`config.mk`:
```
export PLATFORM = sky130hd
export DESIGN_NAME = game_sequencer
export DESIGN_NICKNAME = d
export VERILOG_FILES = /design/src/rtl/game_sequencer_pkg.sv /design/src/rtl/game_sequencer_dir_queue.sv /design/src/rtl/game_sequencer.sv
export SDC_FILE = /design/constraint.sdc
export NUM_CORES = 1
export LEC_CHECK = 0
export CORE_MARGIN = 1
export CORE_UTILIZATION = 45
export CTS_BUF_LIST = sky130_fd_sc_hd__clkbuf_8
export DETAILED_ROUTE_END_ITERATION = 8
export DONT_BUFFER_PORTS = 1
export PLACE_DENSITY_LB_ADDON = 0.15
export SKIP_CTS_REPAIR_TIMING = 1
export SYNTH_ARGS = -nofsm -noshare
export SYNTH_HDL_FRONTEND = slang
export SYNTH_HIERARCHICAL = 1
export SYNTH_SLANG_ARGS = --single-unit
```
`constraint.sdc`:
```
create_clock -name vga_clk -period 4.9 [get_ports vga_clk]
set_input_delay 0.49 -clock vga_clk [delete_from_list [all_inputs] [get_ports vga_clk]]
set_output_delay 0.49 -clock vga_clk [all_outputs]
set_load 0.05 [all_outputs]
```
`src/rtl/game_sequencer_pkg.sv`:
```
// game_sequencer_pkg
// Shared definitions for the snake cartridge sequencer:
//   - game state codes (values are visible on game_state)
//   - direction codes LEFT_DIR/TOP_DIR/RIGHT_DIR/DOWN_DIR
//   - TAIL_SIZE, the width of the tail length bus from game_logic
//   - direction helpers (reverse, lowest-index edge select)
package game_sequencer_pkg;

  localparam int TAIL_SIZE = 8;

  typedef enum logic [2:0] {
    STATE_IDLE   = 3'd0,
    STATE_INGAME = 3'd1,
    STATE_PAUSE  = 3'd2,
    STATE_OVER   = 3'd3,
    STATE_WON    = 3'd4,
    STATE_TEST   = 3'd5
  } state_e;

  localparam logic [1:0] LEFT_DIR  = 2'd0;
  localparam logic [1:0] TOP_DIR   = 2'd1;
  localparam logic [1:0] RIGHT_DIR = 2'd2;
  localparam logic [1:0] DOWN_DIR  = 2'd3;

  // Opposite heading: flipping bit 1 swaps LEFT<->RIGHT and TOP<->DOWN.
  function automatic logic [1:0] reverse_dir(input logic [1:0] dir);
    return dir ^ 2'b10;
  endfunction

  // Bit i of the edge vector is direction code i; the lowest set bit wins.
  function automatic logic [1:0] first_dir(input logic [3:0] edges);
    logic [1:0] dir;
    casez (edges)
      4'b???1: dir = LEFT_DIR;
      4'b??10: dir = TOP_DIR;
      4'b?100: dir = RIGHT_DIR;
      default: dir = DOWN_DIR;
    endcase
    return dir;
  endfunction

endpackage

```
`src/rtl/game_sequencer_dir_queue.sv`:
```
// dir_queue
// Two-entry FIFO of pending snake headings with a turn filter.
// A pushed heading is kept only if it differs from the reference heading
// (the newest queued entry, or cur_dir when empty), is not its reverse,
// and the queue is not full. pop moves the head out; flush empties it.
// Ports:
//   clk, reset_n        clock and synchronous active-low reset
//   flush               empty the queue (new game)
//   push_valid/push_dir candidate heading
//   pop                 remove head (ignored when empty)
//   cur_dir             heading currently applied, reference when empty
//   head, not_empty     oldest entry and occupancy flag
module dir_queue
  import game_sequencer_pkg::*;
(
  input  logic       clk,
  input  logic       reset_n,
  input  logic       flush,
  input  logic       push_valid,
  input  logic [1:0] push_dir,
  input  logic       pop,
  input  logic [1:0] cur_dir,
  output logic [1:0] head,
  output logic       not_empty
);

  logic [1:0] entry0_r;
  logic [1:0] entry1_r;
  logic [1:0] count_r;
  logic [1:0] ref_s;
  logic       accept_s;
  logic       pop_s;

  // Push filter against the pre-pop reference, and effective pop
  always_comb begin
    case (count_r)
      2'd1:    ref_s = entry0_r;
      2'd2:    ref_s = entry1_r;
      default: ref_s = cur_dir;
    endcase
    if (push_valid && (count_r != 2'd2) && (push_dir != ref_s) &&
        (push_dir != reverse_dir(ref_s))) begin
      accept_s = 1'b1;
    end else begin
      accept_s = 1'b0;
    end
    pop_s = pop && (count_r != 2'd0);
  end

  // Queue storage and occupancy
  always_ff @(posedge clk) begin
    if (!reset_n || flush) begin
      count_r  <= 2'd0;
      entry0_r <= RIGHT_DIR;
      entry1_r <= RIGHT_DIR;
    end else begin
      case ({accept_s, pop_s})
        2'b01: begin
          entry0_r <= entry1_r;
          count_r  <= count_r - 2'd1;
        end
        2'b10: begin
          if (count_r == 2'd0) begin
            entry0_r <= push_dir;
          end else begin
            entry1_r <= push_dir;
          end
          count_r <= count_r + 2'd1;
        end
        // Only reachable with one entry: it leaves, the new one becomes head.
        2'b11:   entry0_r <= push_dir;
        default: count_r  <= count_r;
      endcase
    end
  end

  assign head      = entry0_r;
  assign not_empty = (count_r != 2'd0);

endmodule

```
`src/rtl/game_sequencer.sv`:
```
// game_sequencer
// Top-level controller of the snake cartridge: game FSM, game-step tick
// generation from video frames, new-game reset pulse for game_logic,
// direction queue feeding and best-tail tracking.
// Ports:
//   vga_clk, reset_n       clock, synchronous active-low reset
//   frame_start            one-cycle pulse per video frame
//   btn_start/pause/test   debounced button levels
//   btn_dir[3:0]           debounced direction levels, bit i = direction code i
//                          (0 LEFT, 1 TOP, 2 RIGHT, 3 DOWN)
//   game_over, game_won    status from game_logic
//   tail_count             current tail length from game_logic
//   game_state             state code (IDLE 0 .. TEST 5)
//   direction              heading applied for the current step
//   update_tick            one-cycle game-step strobe
//   logic_reset_p          active-high reset to game_logic
//   best_tail              highest tail_count seen since reset_n
module game_sequencer
  import game_sequencer_pkg::*;
#(
  parameter int TICK_FRAMES = 4,
  parameter int RST_CYCLES  = 4
) (
  input  logic                 vga_clk,
  input  logic                 reset_n,
  input  logic                 frame_start,
  input  logic                 btn_start,
  input  logic                 btn_pause,
  input  logic                 btn_test,
  input  logic [3:0]           btn_dir,
  input  logic                 game_over,
  input  logic                 game_won,
  input  logic [TAIL_SIZE-1:0] tail_count,
  output logic [2:0]           game_state,
  output logic [1:0]           direction,
  output logic                 update_tick,
  output logic                 logic_reset_p,
  output logic [TAIL_SIZE-1:0] best_tail
);

  localparam logic [7:0] TICK_LAST = 8'(TICK_FRAMES - 1);
  localparam logic [3:0] RST_LOAD  = 4'(RST_CYCLES - 1);

  state_e     state_r;
  state_e     state_next_s;
  logic       new_game_s;
  logic       in_game_s;
  logic       hold_reset_s;
  logic       frame_adv_s;
  logic       tick_fire_s;
  logic       push_valid_s;
  logic [1:0] push_dir_s;
  logic       start_prev_r;
  logic       pause_prev_r;
  logic [3:0] dir_prev_r;
  logic       start_edge_s;
  logic       pause_edge_s;
  logic [3:0] dir_edge_s;
  logic [7:0] frame_cnt_r;
  logic [3:0] rst_cnt_r;
  logic [1:0] q_head_s;
  logic       q_not_empty_s;

  // Previous button levels for rising-edge detection
  always_ff @(posedge vga_clk) begin
    if (!reset_n) begin
      start_prev_r <= 1'b0;
      pause_prev_r <= 1'b0;
      dir_prev_r   <= 4'd0;
    end else begin
      start_prev_r <= btn_start;
      pause_prev_r <= btn_pause;
      dir_prev_r   <= btn_dir;
    end
  end

  assign start_edge_s = btn_start & ~start_prev_r;
  assign pause_edge_s = btn_pause & ~pause_prev_r;
  assign dir_edge_s   = btn_dir & ~dir_prev_r;

  // FSM state register
  always_ff @(posedge vga_clk) begin
    if (!reset_n) begin
      state_r <= STATE_IDLE;
    end else begin
      state_r <= state_next_s;
    end
  end

  // FSM next state; new_game_s marks transitions that restart game_logic
  always_comb begin
    state_next_s = state_r;
    new_game_s   = 1'b0;
    case (state_r)
      STATE_IDLE: begin
        if (btn_test) begin
          state_next_s = STATE_TEST;
        end else if (start_edge_s) begin
          state_next_s = STATE_INGAME;
          new_game_s   = 1'b1;
        end else begin
          state_next_s = STATE_IDLE;
        end
      end
      STATE_INGAME: begin
        // A collision reported during the reset pulse is stale.
        if (game_over && !logic_reset_p) begin
          state_next_s = STATE_OVER;
        end else if (game_won) begin
          state_next_s = STATE_WON;
        end else if (pause_edge_s) begin
          state_next_s = STATE_PAUSE;
        end else begin
          state_next_s = STATE_INGAME;
        end
      end
      STATE_PAUSE: begin
        if (pause_edge_s || start_edge_s) begin
          state_next_s = STATE_INGAME;
        end else begin
          state_next_s = STATE_PAUSE;
        end
      end
      STATE_OVER, STATE_WON: begin
        if (start_edge_s) begin
          state_next_s = STATE_INGAME;
          new_game_s   = 1'b1;
        end else begin
          state_next_s = state_r;
        end
      end
      STATE_TEST: begin
        if (!btn_test) begin
          state_next_s = STATE_IDLE;
        end else begin
          state_next_s = STATE_TEST;
        end
      end
      default: state_next_s = STATE_IDLE;
    endcase
  end

  // FSM output decode: qualifiers for counters, queue and reset pulse
  always_comb begin
    in_game_s    = (state_r == STATE_INGAME);
    hold_reset_s = (state_next_s == STATE_IDLE) || (state_next_s == STATE_TEST);
    frame_adv_s  = in_game_s && !logic_reset_p && frame_start;
    tick_fire_s  = frame_adv_s && (frame_cnt_r == TICK_LAST);
    push_valid_s = in_game_s && (dir_edge_s != 4'd0);
    push_dir_s   = first_dir(dir_edge_s);
  end

  assign game_state = state_r;

  // Frame counter and game-step strobe
  always_ff @(posedge vga_clk) begin
    if (!reset_n || new_game_s) begin
      frame_cnt_r <= 8'd0;
      update_tick <= 1'b0;
    end else begin
      update_tick <= tick_fire_s;
      if (tick_fire_s) begin
        frame_cnt_r <= 8'd0;
      end else if (frame_adv_s) begin
        frame_cnt_r <= frame_cnt_r + 8'd1;
      end else begin
        frame_cnt_r <= frame_cnt_r;
      end
    end
  end

  // game_logic reset: RST_CYCLES high from a new game, and always in IDLE/TEST
  always_ff @(posedge vga_clk) begin
    if (!reset_n) begin
      rst_cnt_r     <= 4'd0;
      logic_reset_p <= 1'b1;
    end else if (new_game_s) begin
      rst_cnt_r     <= RST_LOAD;
      logic_reset_p <= 1'b1;
    end else if (hold_reset_s) begin
      rst_cnt_r     <= 4'd0;
      logic_reset_p <= 1'b1;
    end else if (rst_cnt_r != 4'd0) begin
      rst_cnt_r     <= rst_cnt_r - 4'd1;
      logic_reset_p <= 1'b1;
    end else begin
      logic_reset_p <= 1'b0;
    end
  end

  // Applied heading: takes the queue head on each game step
  always_ff @(posedge vga_clk) begin
    if (!reset_n || new_game_s) begin
      direction <= RIGHT_DIR;
    end else if (tick_fire_s && q_not_empty_s) begin
      direction <= q_head_s;
    end else begin
      direction <= direction;
    end
  end

  // Best tail length, cleared only by reset_n
  always_ff @(posedge vga_clk) begin
    if (!reset_n) begin
      best_tail <= '0;
    end else if (in_game_s && (tail_count > best_tail)) begin
      best_tail <= tail_count;
    end else begin
      best_tail <= best_tail;
    end
  end

  dir_queue u_dir_queue (
    .clk        (vga_clk),
    .reset_n    (reset_n),
    .flush      (new_game_s),
    .push_valid (push_valid_s),
    .push_dir   (push_dir_s),
    .pop        (tick_fire_s),
    .cur_dir    (direction),
    .head       (q_head_s),
    .not_empty  (q_not_empty_s)
  );

endmodule

```
; ---- Yosys cells after proc, flatten, opt, wreduce, memory -nomap -nowiden
; Cells that the tools add are included.
[totals]
in_bits = 20
register_bits = 39
[classes]
magnitude_cmp = 1
reduce_logical = 29
n_addsub = 4
eq_ne = 18
n_mux = 22
bitwise = 9
[op_table]
columns = op, count
row1 = 3-bit 2-to-1 mux, 5
row2 = 3-bit one-hot mux with 5 select lines, 1
row3 = 3-bit == test (second input constant), 4
row4 = 2-bit 2-to-1 mux, 6
row5 = 2-bit one-hot mux with 3 select lines, 2
row6 = 1-bit logical AND, 10
row7 = 8-bit by 1-bit adder with 8-bit output (second input constant), 1
row8 = 2-bit == test (second input constant), 4
row9 = 8-bit by 2-bit == test with 1-bit output (second input constant), 1
row10 = 8-bit greater-than comparator, 1
row11 = 2-bit one-hot mux with 2 select lines, 2
row12 = 4-bit nonzero test, 2
row13 = 3-bit by 2-bit == test with 1-bit output (second input constant), 2
row14 = 3-bit zero test, 2
row15 = 3-bit nonzero test, 2
row16 = 1-bit 2-to-1 mux, 5
row17 = 1-bit NOT, 5
row18 = 4-bit AND, 1
row19 = 2-bit by 1-bit == test with 1-bit output (second input constant), 2
row20 = 2-bit != test, 2
row21 = 4-bit NOT, 1
row22 = 2-bit AND reduction, 2
row23 = 2-bit nonzero test, 2
row24 = 2-bit OR reduction, 2
row25 = other kinds (12), 16

; ---- Logic depth before layout (Yosys ltp)
[logic_depth]
ltp_word = 11
ltp_mapped = 13
depth_no_buf = 11

; ---- Modules after synthesis
; The synthesis kept the hierarchy.
[by_module_without_submodules]
columns = module, area_per_inst_um2, instances, seq_area_each_um2, cells_each
row1 = game_sequencer, 1761.7, 1, 660.6, 203
row2 = dir_queue, 475.5, 1, 120.1, 54

; ---- Least setup slack after synthesis
; OpenSTA, ideal clock, no wires.
[synth_timing]
kind = register to register
from = reg state_r[0], in the netlist game_state[0]
to = reg u_dir_queue.entry0_r[1], in the netlist u_dir_queue/head[1]
n_path_buf = 2
setup_slack_ns = 2.086
stages_incl_launch_ff = 13
t_required_ns = 4.830
arrival_ns = 2.745
period_less_slack_ns = 2.814
cell_sequence = dfxtp_1 > buf_6 > or3b_1 > buf_6 > nor4b_4 > nand2_1 > inv_1 > nand2_1 > ha_1 > or3b_1 > nand4_1 > o31ai_1 > a21oi_1
[synth_between]
word_cells_on_any_way = 23
[synth_rtl]
columns = item, line
row1 = from (decl), game_sequencer.sv:44  ; state_e state_r;
row2 = from (signal assigned), game_sequencer.sv:86  ; state_r <= state_next_s;
row3 = 3-bit by 1-bit == test with 1-bit output (*), game_sequencer.sv:145  ; in_game_s = (state_r == STATE_INGAME);
row4 = 1-bit logical AND (*) (2 in a row), game_sequencer.sv:147  ; frame_adv_s = in_game_s && !logic_reset_p && frame_start;
row5 = 1-bit logical AND (*), game_sequencer.sv:148  ; tick_fire_s = frame_adv_s && (frame_cnt_r == TICK_LAST);
row6 = via tick_fire_s, game_sequencer.sv:50  ; logic tick_fire_s;
row7 = 1-bit logical AND (*), game_sequencer_dir_queue.sv:47  ; pop_s = pop && (count_r != 2'd0);
row8 = 2-bit == test or 2-bit by 1-bit == test with 1-bit output (tied branches), game_sequencer_dir_queue.sv:57  ; case ({accept_s, pop_s})
row9 = 2-bit by 1-bit != test with 1-bit output (no line) or 3-bit nonzero test (tied branches), -
row10 = 2-bit AND reduction (no line), -
row11 = to (signal assigned), game_sequencer_dir_queue.sv:59  ; entry0_r <= entry1_r;
row12 = to (signal assigned), game_sequencer_dir_queue.sv:64  ; entry0_r <= push_dir;
row13 = to (signal assigned), game_sequencer_dir_queue.sv:71  ; 2'b11: entry0_r <= push_dir;
row14 = to (decl), game_sequencer_dir_queue.sv:27  ; logic [1:0] entry0_r;
; The timed path passes the listed nets; every way through them passes the cells marked *.
; A chain may end at the register's enable or synchronous reset.

; ---- Worst setup path after layout
[layout_timing]
from = reg state_r[0], in the netlist game_state[0]
to = reg u_dir_queue.entry0_r[1], in the netlist u_dir_queue/head[1]
[layout_between]
elab_chain_len = 9
word_cells_on_any_way = 23
[layout_rtl]
columns = item, line
row1 = 3-bit by 1-bit == test with 1-bit output (*), game_sequencer.sv:145
row2 = 1-bit logical AND (*), game_sequencer.sv:149  ; push_valid_s = in_game_s && (dir_edge_s != 4'd0);
row3 = via push_valid_s, game_sequencer.sv:51  ; logic push_valid_s;
row4 = 1-bit logical AND (*) (3 in a row), game_sequencer_dir_queue.sv:41  ; if (push_valid && (count_r != 2'd2) && (push_dir != ref_s) &&
row5 = 1-bit 2-to-1 mux (*), game_sequencer_dir_queue.sv:41
row6 = 2-bit == test or 2-bit by 1-bit == test with 1-bit output (tied branches), game_sequencer_dir_queue.sv:57
row7 = 2-bit by 1-bit != test with 1-bit output (no line) or 3-bit nonzero test (tied branches), -
row8 = 2-bit AND reduction (no line), -
; Marks and branches as above.

==> metrics.txt <==
Synth Instances 257; Die Ht 72.51 µm; WP buf/inv 0; vias in the first global route approximately 1600; share of cells above drive strength 1 0.06226; CTS buffer count 5; drt total wl 4.028 mm; internal power 557.8 µW; max incr delay on CP 0.78 ns; asr flop ratio synth 0; Fin Clk Skew 0.004372 ns; syn_area_per_cell 8.705 µm²; CORE AREA ~4800 µm²; sequential share of the synthesized area 0.3490; Fill cells about 500; Clk pwr share 0.253; unrepaired setup endpoints after global routing no; Tmin final about 3.0 ns; Worst EP required slightly above 5 ns; TNS Setup 0 ns; global-route wire length before repair 7.134 mm; DP Wirelength around 3.1 mm; warnings from Yosys 6; Critical path origin game_state[0]; Detailed Routing Iterations Pass 1 4; TritonCTS sink count 39; r2r worst-path depth 8; RePlAce Congestion 0.8300; routed len/inst 12.43 µm; GRT Util Overall 0.1752; Overflow after GRT 0; Critical R2R Capture u_dir_queue/head[1]; Row Count 25; synthesis-to-finish area growth 5.705%; Synthesized Nets 294; fin area 2365 µm²; Worst Setup End Kind flip-flop; Inserted Diodes 0; CTS root buf clkbuf_8; Flop pwr share 0.486; Distinct cells, synth 54; mapped cell area 2237 µm²; Crit path depth 8; Initial Util 0.4705; via count 1686; area of the multi-input gates about 1300 µm²; DIE AREA 5258 µm²; Worst EP arrival 3.21 ns; crit path kind reg2reg; Clk Latency, worst-skew pair 0.28 ns; Max Freq 0.3290 GHz; ys flop type dfxtp_1; Final nets 294; CTS max path bufs 2; Die X 72.51 µm; R2R Path Start game_state[0]; Comb pwr share 0.261; Pwr Total 847.7 µW; worst-path cell chain or3b_1, a31oi_1, nor4b_1, ha_1, or3b_1, nand4_1, o31ai_1, a21oi_1; H-tree depth 2; Peak VDD IR 0.0001874 V; most used cell, CP or3b_1; Switching Share 0.3420; max-slew violation count 0; FF+latch area 780.7 µm²; Detail Route Antenna Nets 0; Critical Path Source Type flip-flop; final hold violation count 0; initial antenna violation count 0; run status finished clean; largest net degree at the start of global routing 33; Pwr per Cell Area approximately 360 nW/µm²; Worst-path clk slew around 0.07 ns; DRC Markers 0; CTS tree done; period utilization 0.6203; routed vias/inst around 5.2; Worst R2R Setup Slack approximately 1.9 ns; flops & latches, synth 39; Crit Path Max Fanout 9; Least-Margin Pin Slew about 0.74 ns; I/O pin count 35; Leak 0.9296 nW; Hold Slack 0.3229 ns; Min-Delay Path Class in2reg; # port buffers 0; max cap viols 0; crit path to u_dir_queue/head[1]; starting DRC count in detailed routing 66; Psw 289.9 µW; Slew HR 0.5028; crit-path leading delay family simple AND/OR/NAND/NOR gates; critical path's slowest cell dfxtp_1; setup violators final 0; Placed Area 2277 µm²; Post-synth EDFFs 0
## through the flow
step | util | cells | setup WS (ns)
5_1_grt | 0.4974 | 324 | 1.619
3_5_place_dp | 0.4789 | 317 | 1.865
4_1_cts | 0.4974 | 324 | 1.849
2_1_floorplan | - | 257 | 2.086
3_3_place_gp | 0.4789 | 317 | 1.936
6_report | 0.4974 | 324 | 1.860
## power groups by stage
stage               clock (mW)  sequential [mW]  combinational [mW]
finish                   0.215            0.412               0.221
global route             0.242            0.417               0.254
CTS                      0.225            0.412               0.223
detailed placement           0            0.419               0.222
global placement             0            0.419               0.221
floorplan                    0            0.409               0.198
## logic make-up after synthesis
logic type	count (synthesis)	synth area share
simple gates	110	0.2718
compound gates	39	0.1180
flops	39	0.3490
buf+inv	27	0.05928
fa+ha+maj	17	0.09508
mux	15	0.06767
xor+xnor	10	0.03915
## registers in the layout (all words and copies together) (netlist names)
register	cells
start_prev_r	1
game_state	3
u_dir_queue/head	2
direction	2
update_tick	1
rst_cnt_r	4
frame_cnt_r	8
u_dir_queue/entry1_r	2
dir_prev_r	4
pause_prev_r	1
logic_reset_p	1
best_tail	8
u_dir_queue/count_r	2
## synth_stat cells, drive strengths merged (5+ instances only)
cell	number	share of area
and3	5	0.016
dfxtp	39	0.35
nand2b	10	0.028
nand3	5	0.011
a21oi	10	0.022
nor2	23	0.039
or3	5	0.017
and2	6	0.017
nor3	10	0.022
ha	17	0.095
nor2b	9	0.025
inv	19	0.032
nand2	21	0.035
o21ai	6	0.013
mux2i	14	0.063
xnor2	6	0.023
## final cells by class
class | count | area share
clock buffers | 6 | 0.03492
flip-flops and latches | 39 | 0.3302
inverters | 20 | 0.03757
multi-input cells | 191 | 0.5598
well taps | 67 | 0.03545
clock inverters | 1 | 0.002116
## routing by layer
layer / global-route usage / part of all wire / vias up
met4: 0.06536 / 0.0067 / 0
li1: - / - / 892
met1: 0.2494 / 0.52 / 761
met2: 0.2451 / 0.42 / 31
met5: 0 / 0 / -
met3: 0.05556 / 0.047 / 2
## placed cells by master (no fill, tap or decap), types with 2 or more instances in the layout
| cell type | instances |
|---|---|
| dfxtp_1 | 39 |
| nor2_1 | 23 |
| nand2_1 | 21 |
| inv_1 | 18 |
| ha_1 | 17 |
| mux2i_1 | 14 |
| nand2b_1 | 10 |
| a21oi_1 | 10 |
| nor3_1 | 10 |
| nor2b_1 | 9 |
| xnor2_1 | 6 |
| and2_1 | 6 |
| clkbuf_8 | 6 |
| nand3_1 | 5 |
| o21ai_0 | 5 |
| a211oi_1 | 4 |
| and3_1 | 4 |
| nand4_1 | 4 |
| xor2_1 | 4 |
| or3_1 | 3 |
| o21a_1 | 3 |
| or3b_1 | 2 |
| nor4_1 | 2 |
| o22ai_1 | 2 |
| o2bb2ai_1 | 2 |
## worst min path at each step
stage	slack, ns	start	cells past startpoint	end
after detailed placement	0.47	u_dir_queue/entry1_r[1]	2	u_dir_queue/entry1_r[1]
after global routing	0.30	btn_pause	1	pause_prev_r
after CTS	0.31	btn_start	1	start_prev_r
after global placement	0.47	u_dir_queue/entry1_r[1]	2	u_dir_queue/entry1_r[1]
after floorplan	0.43	u_dir_queue/entry1_r[1]	2	u_dir_queue/entry1_r[1]
final	0.32	btn_start	1	start_prev_r
No activity file was read; power rests on OpenSTA's default activity.
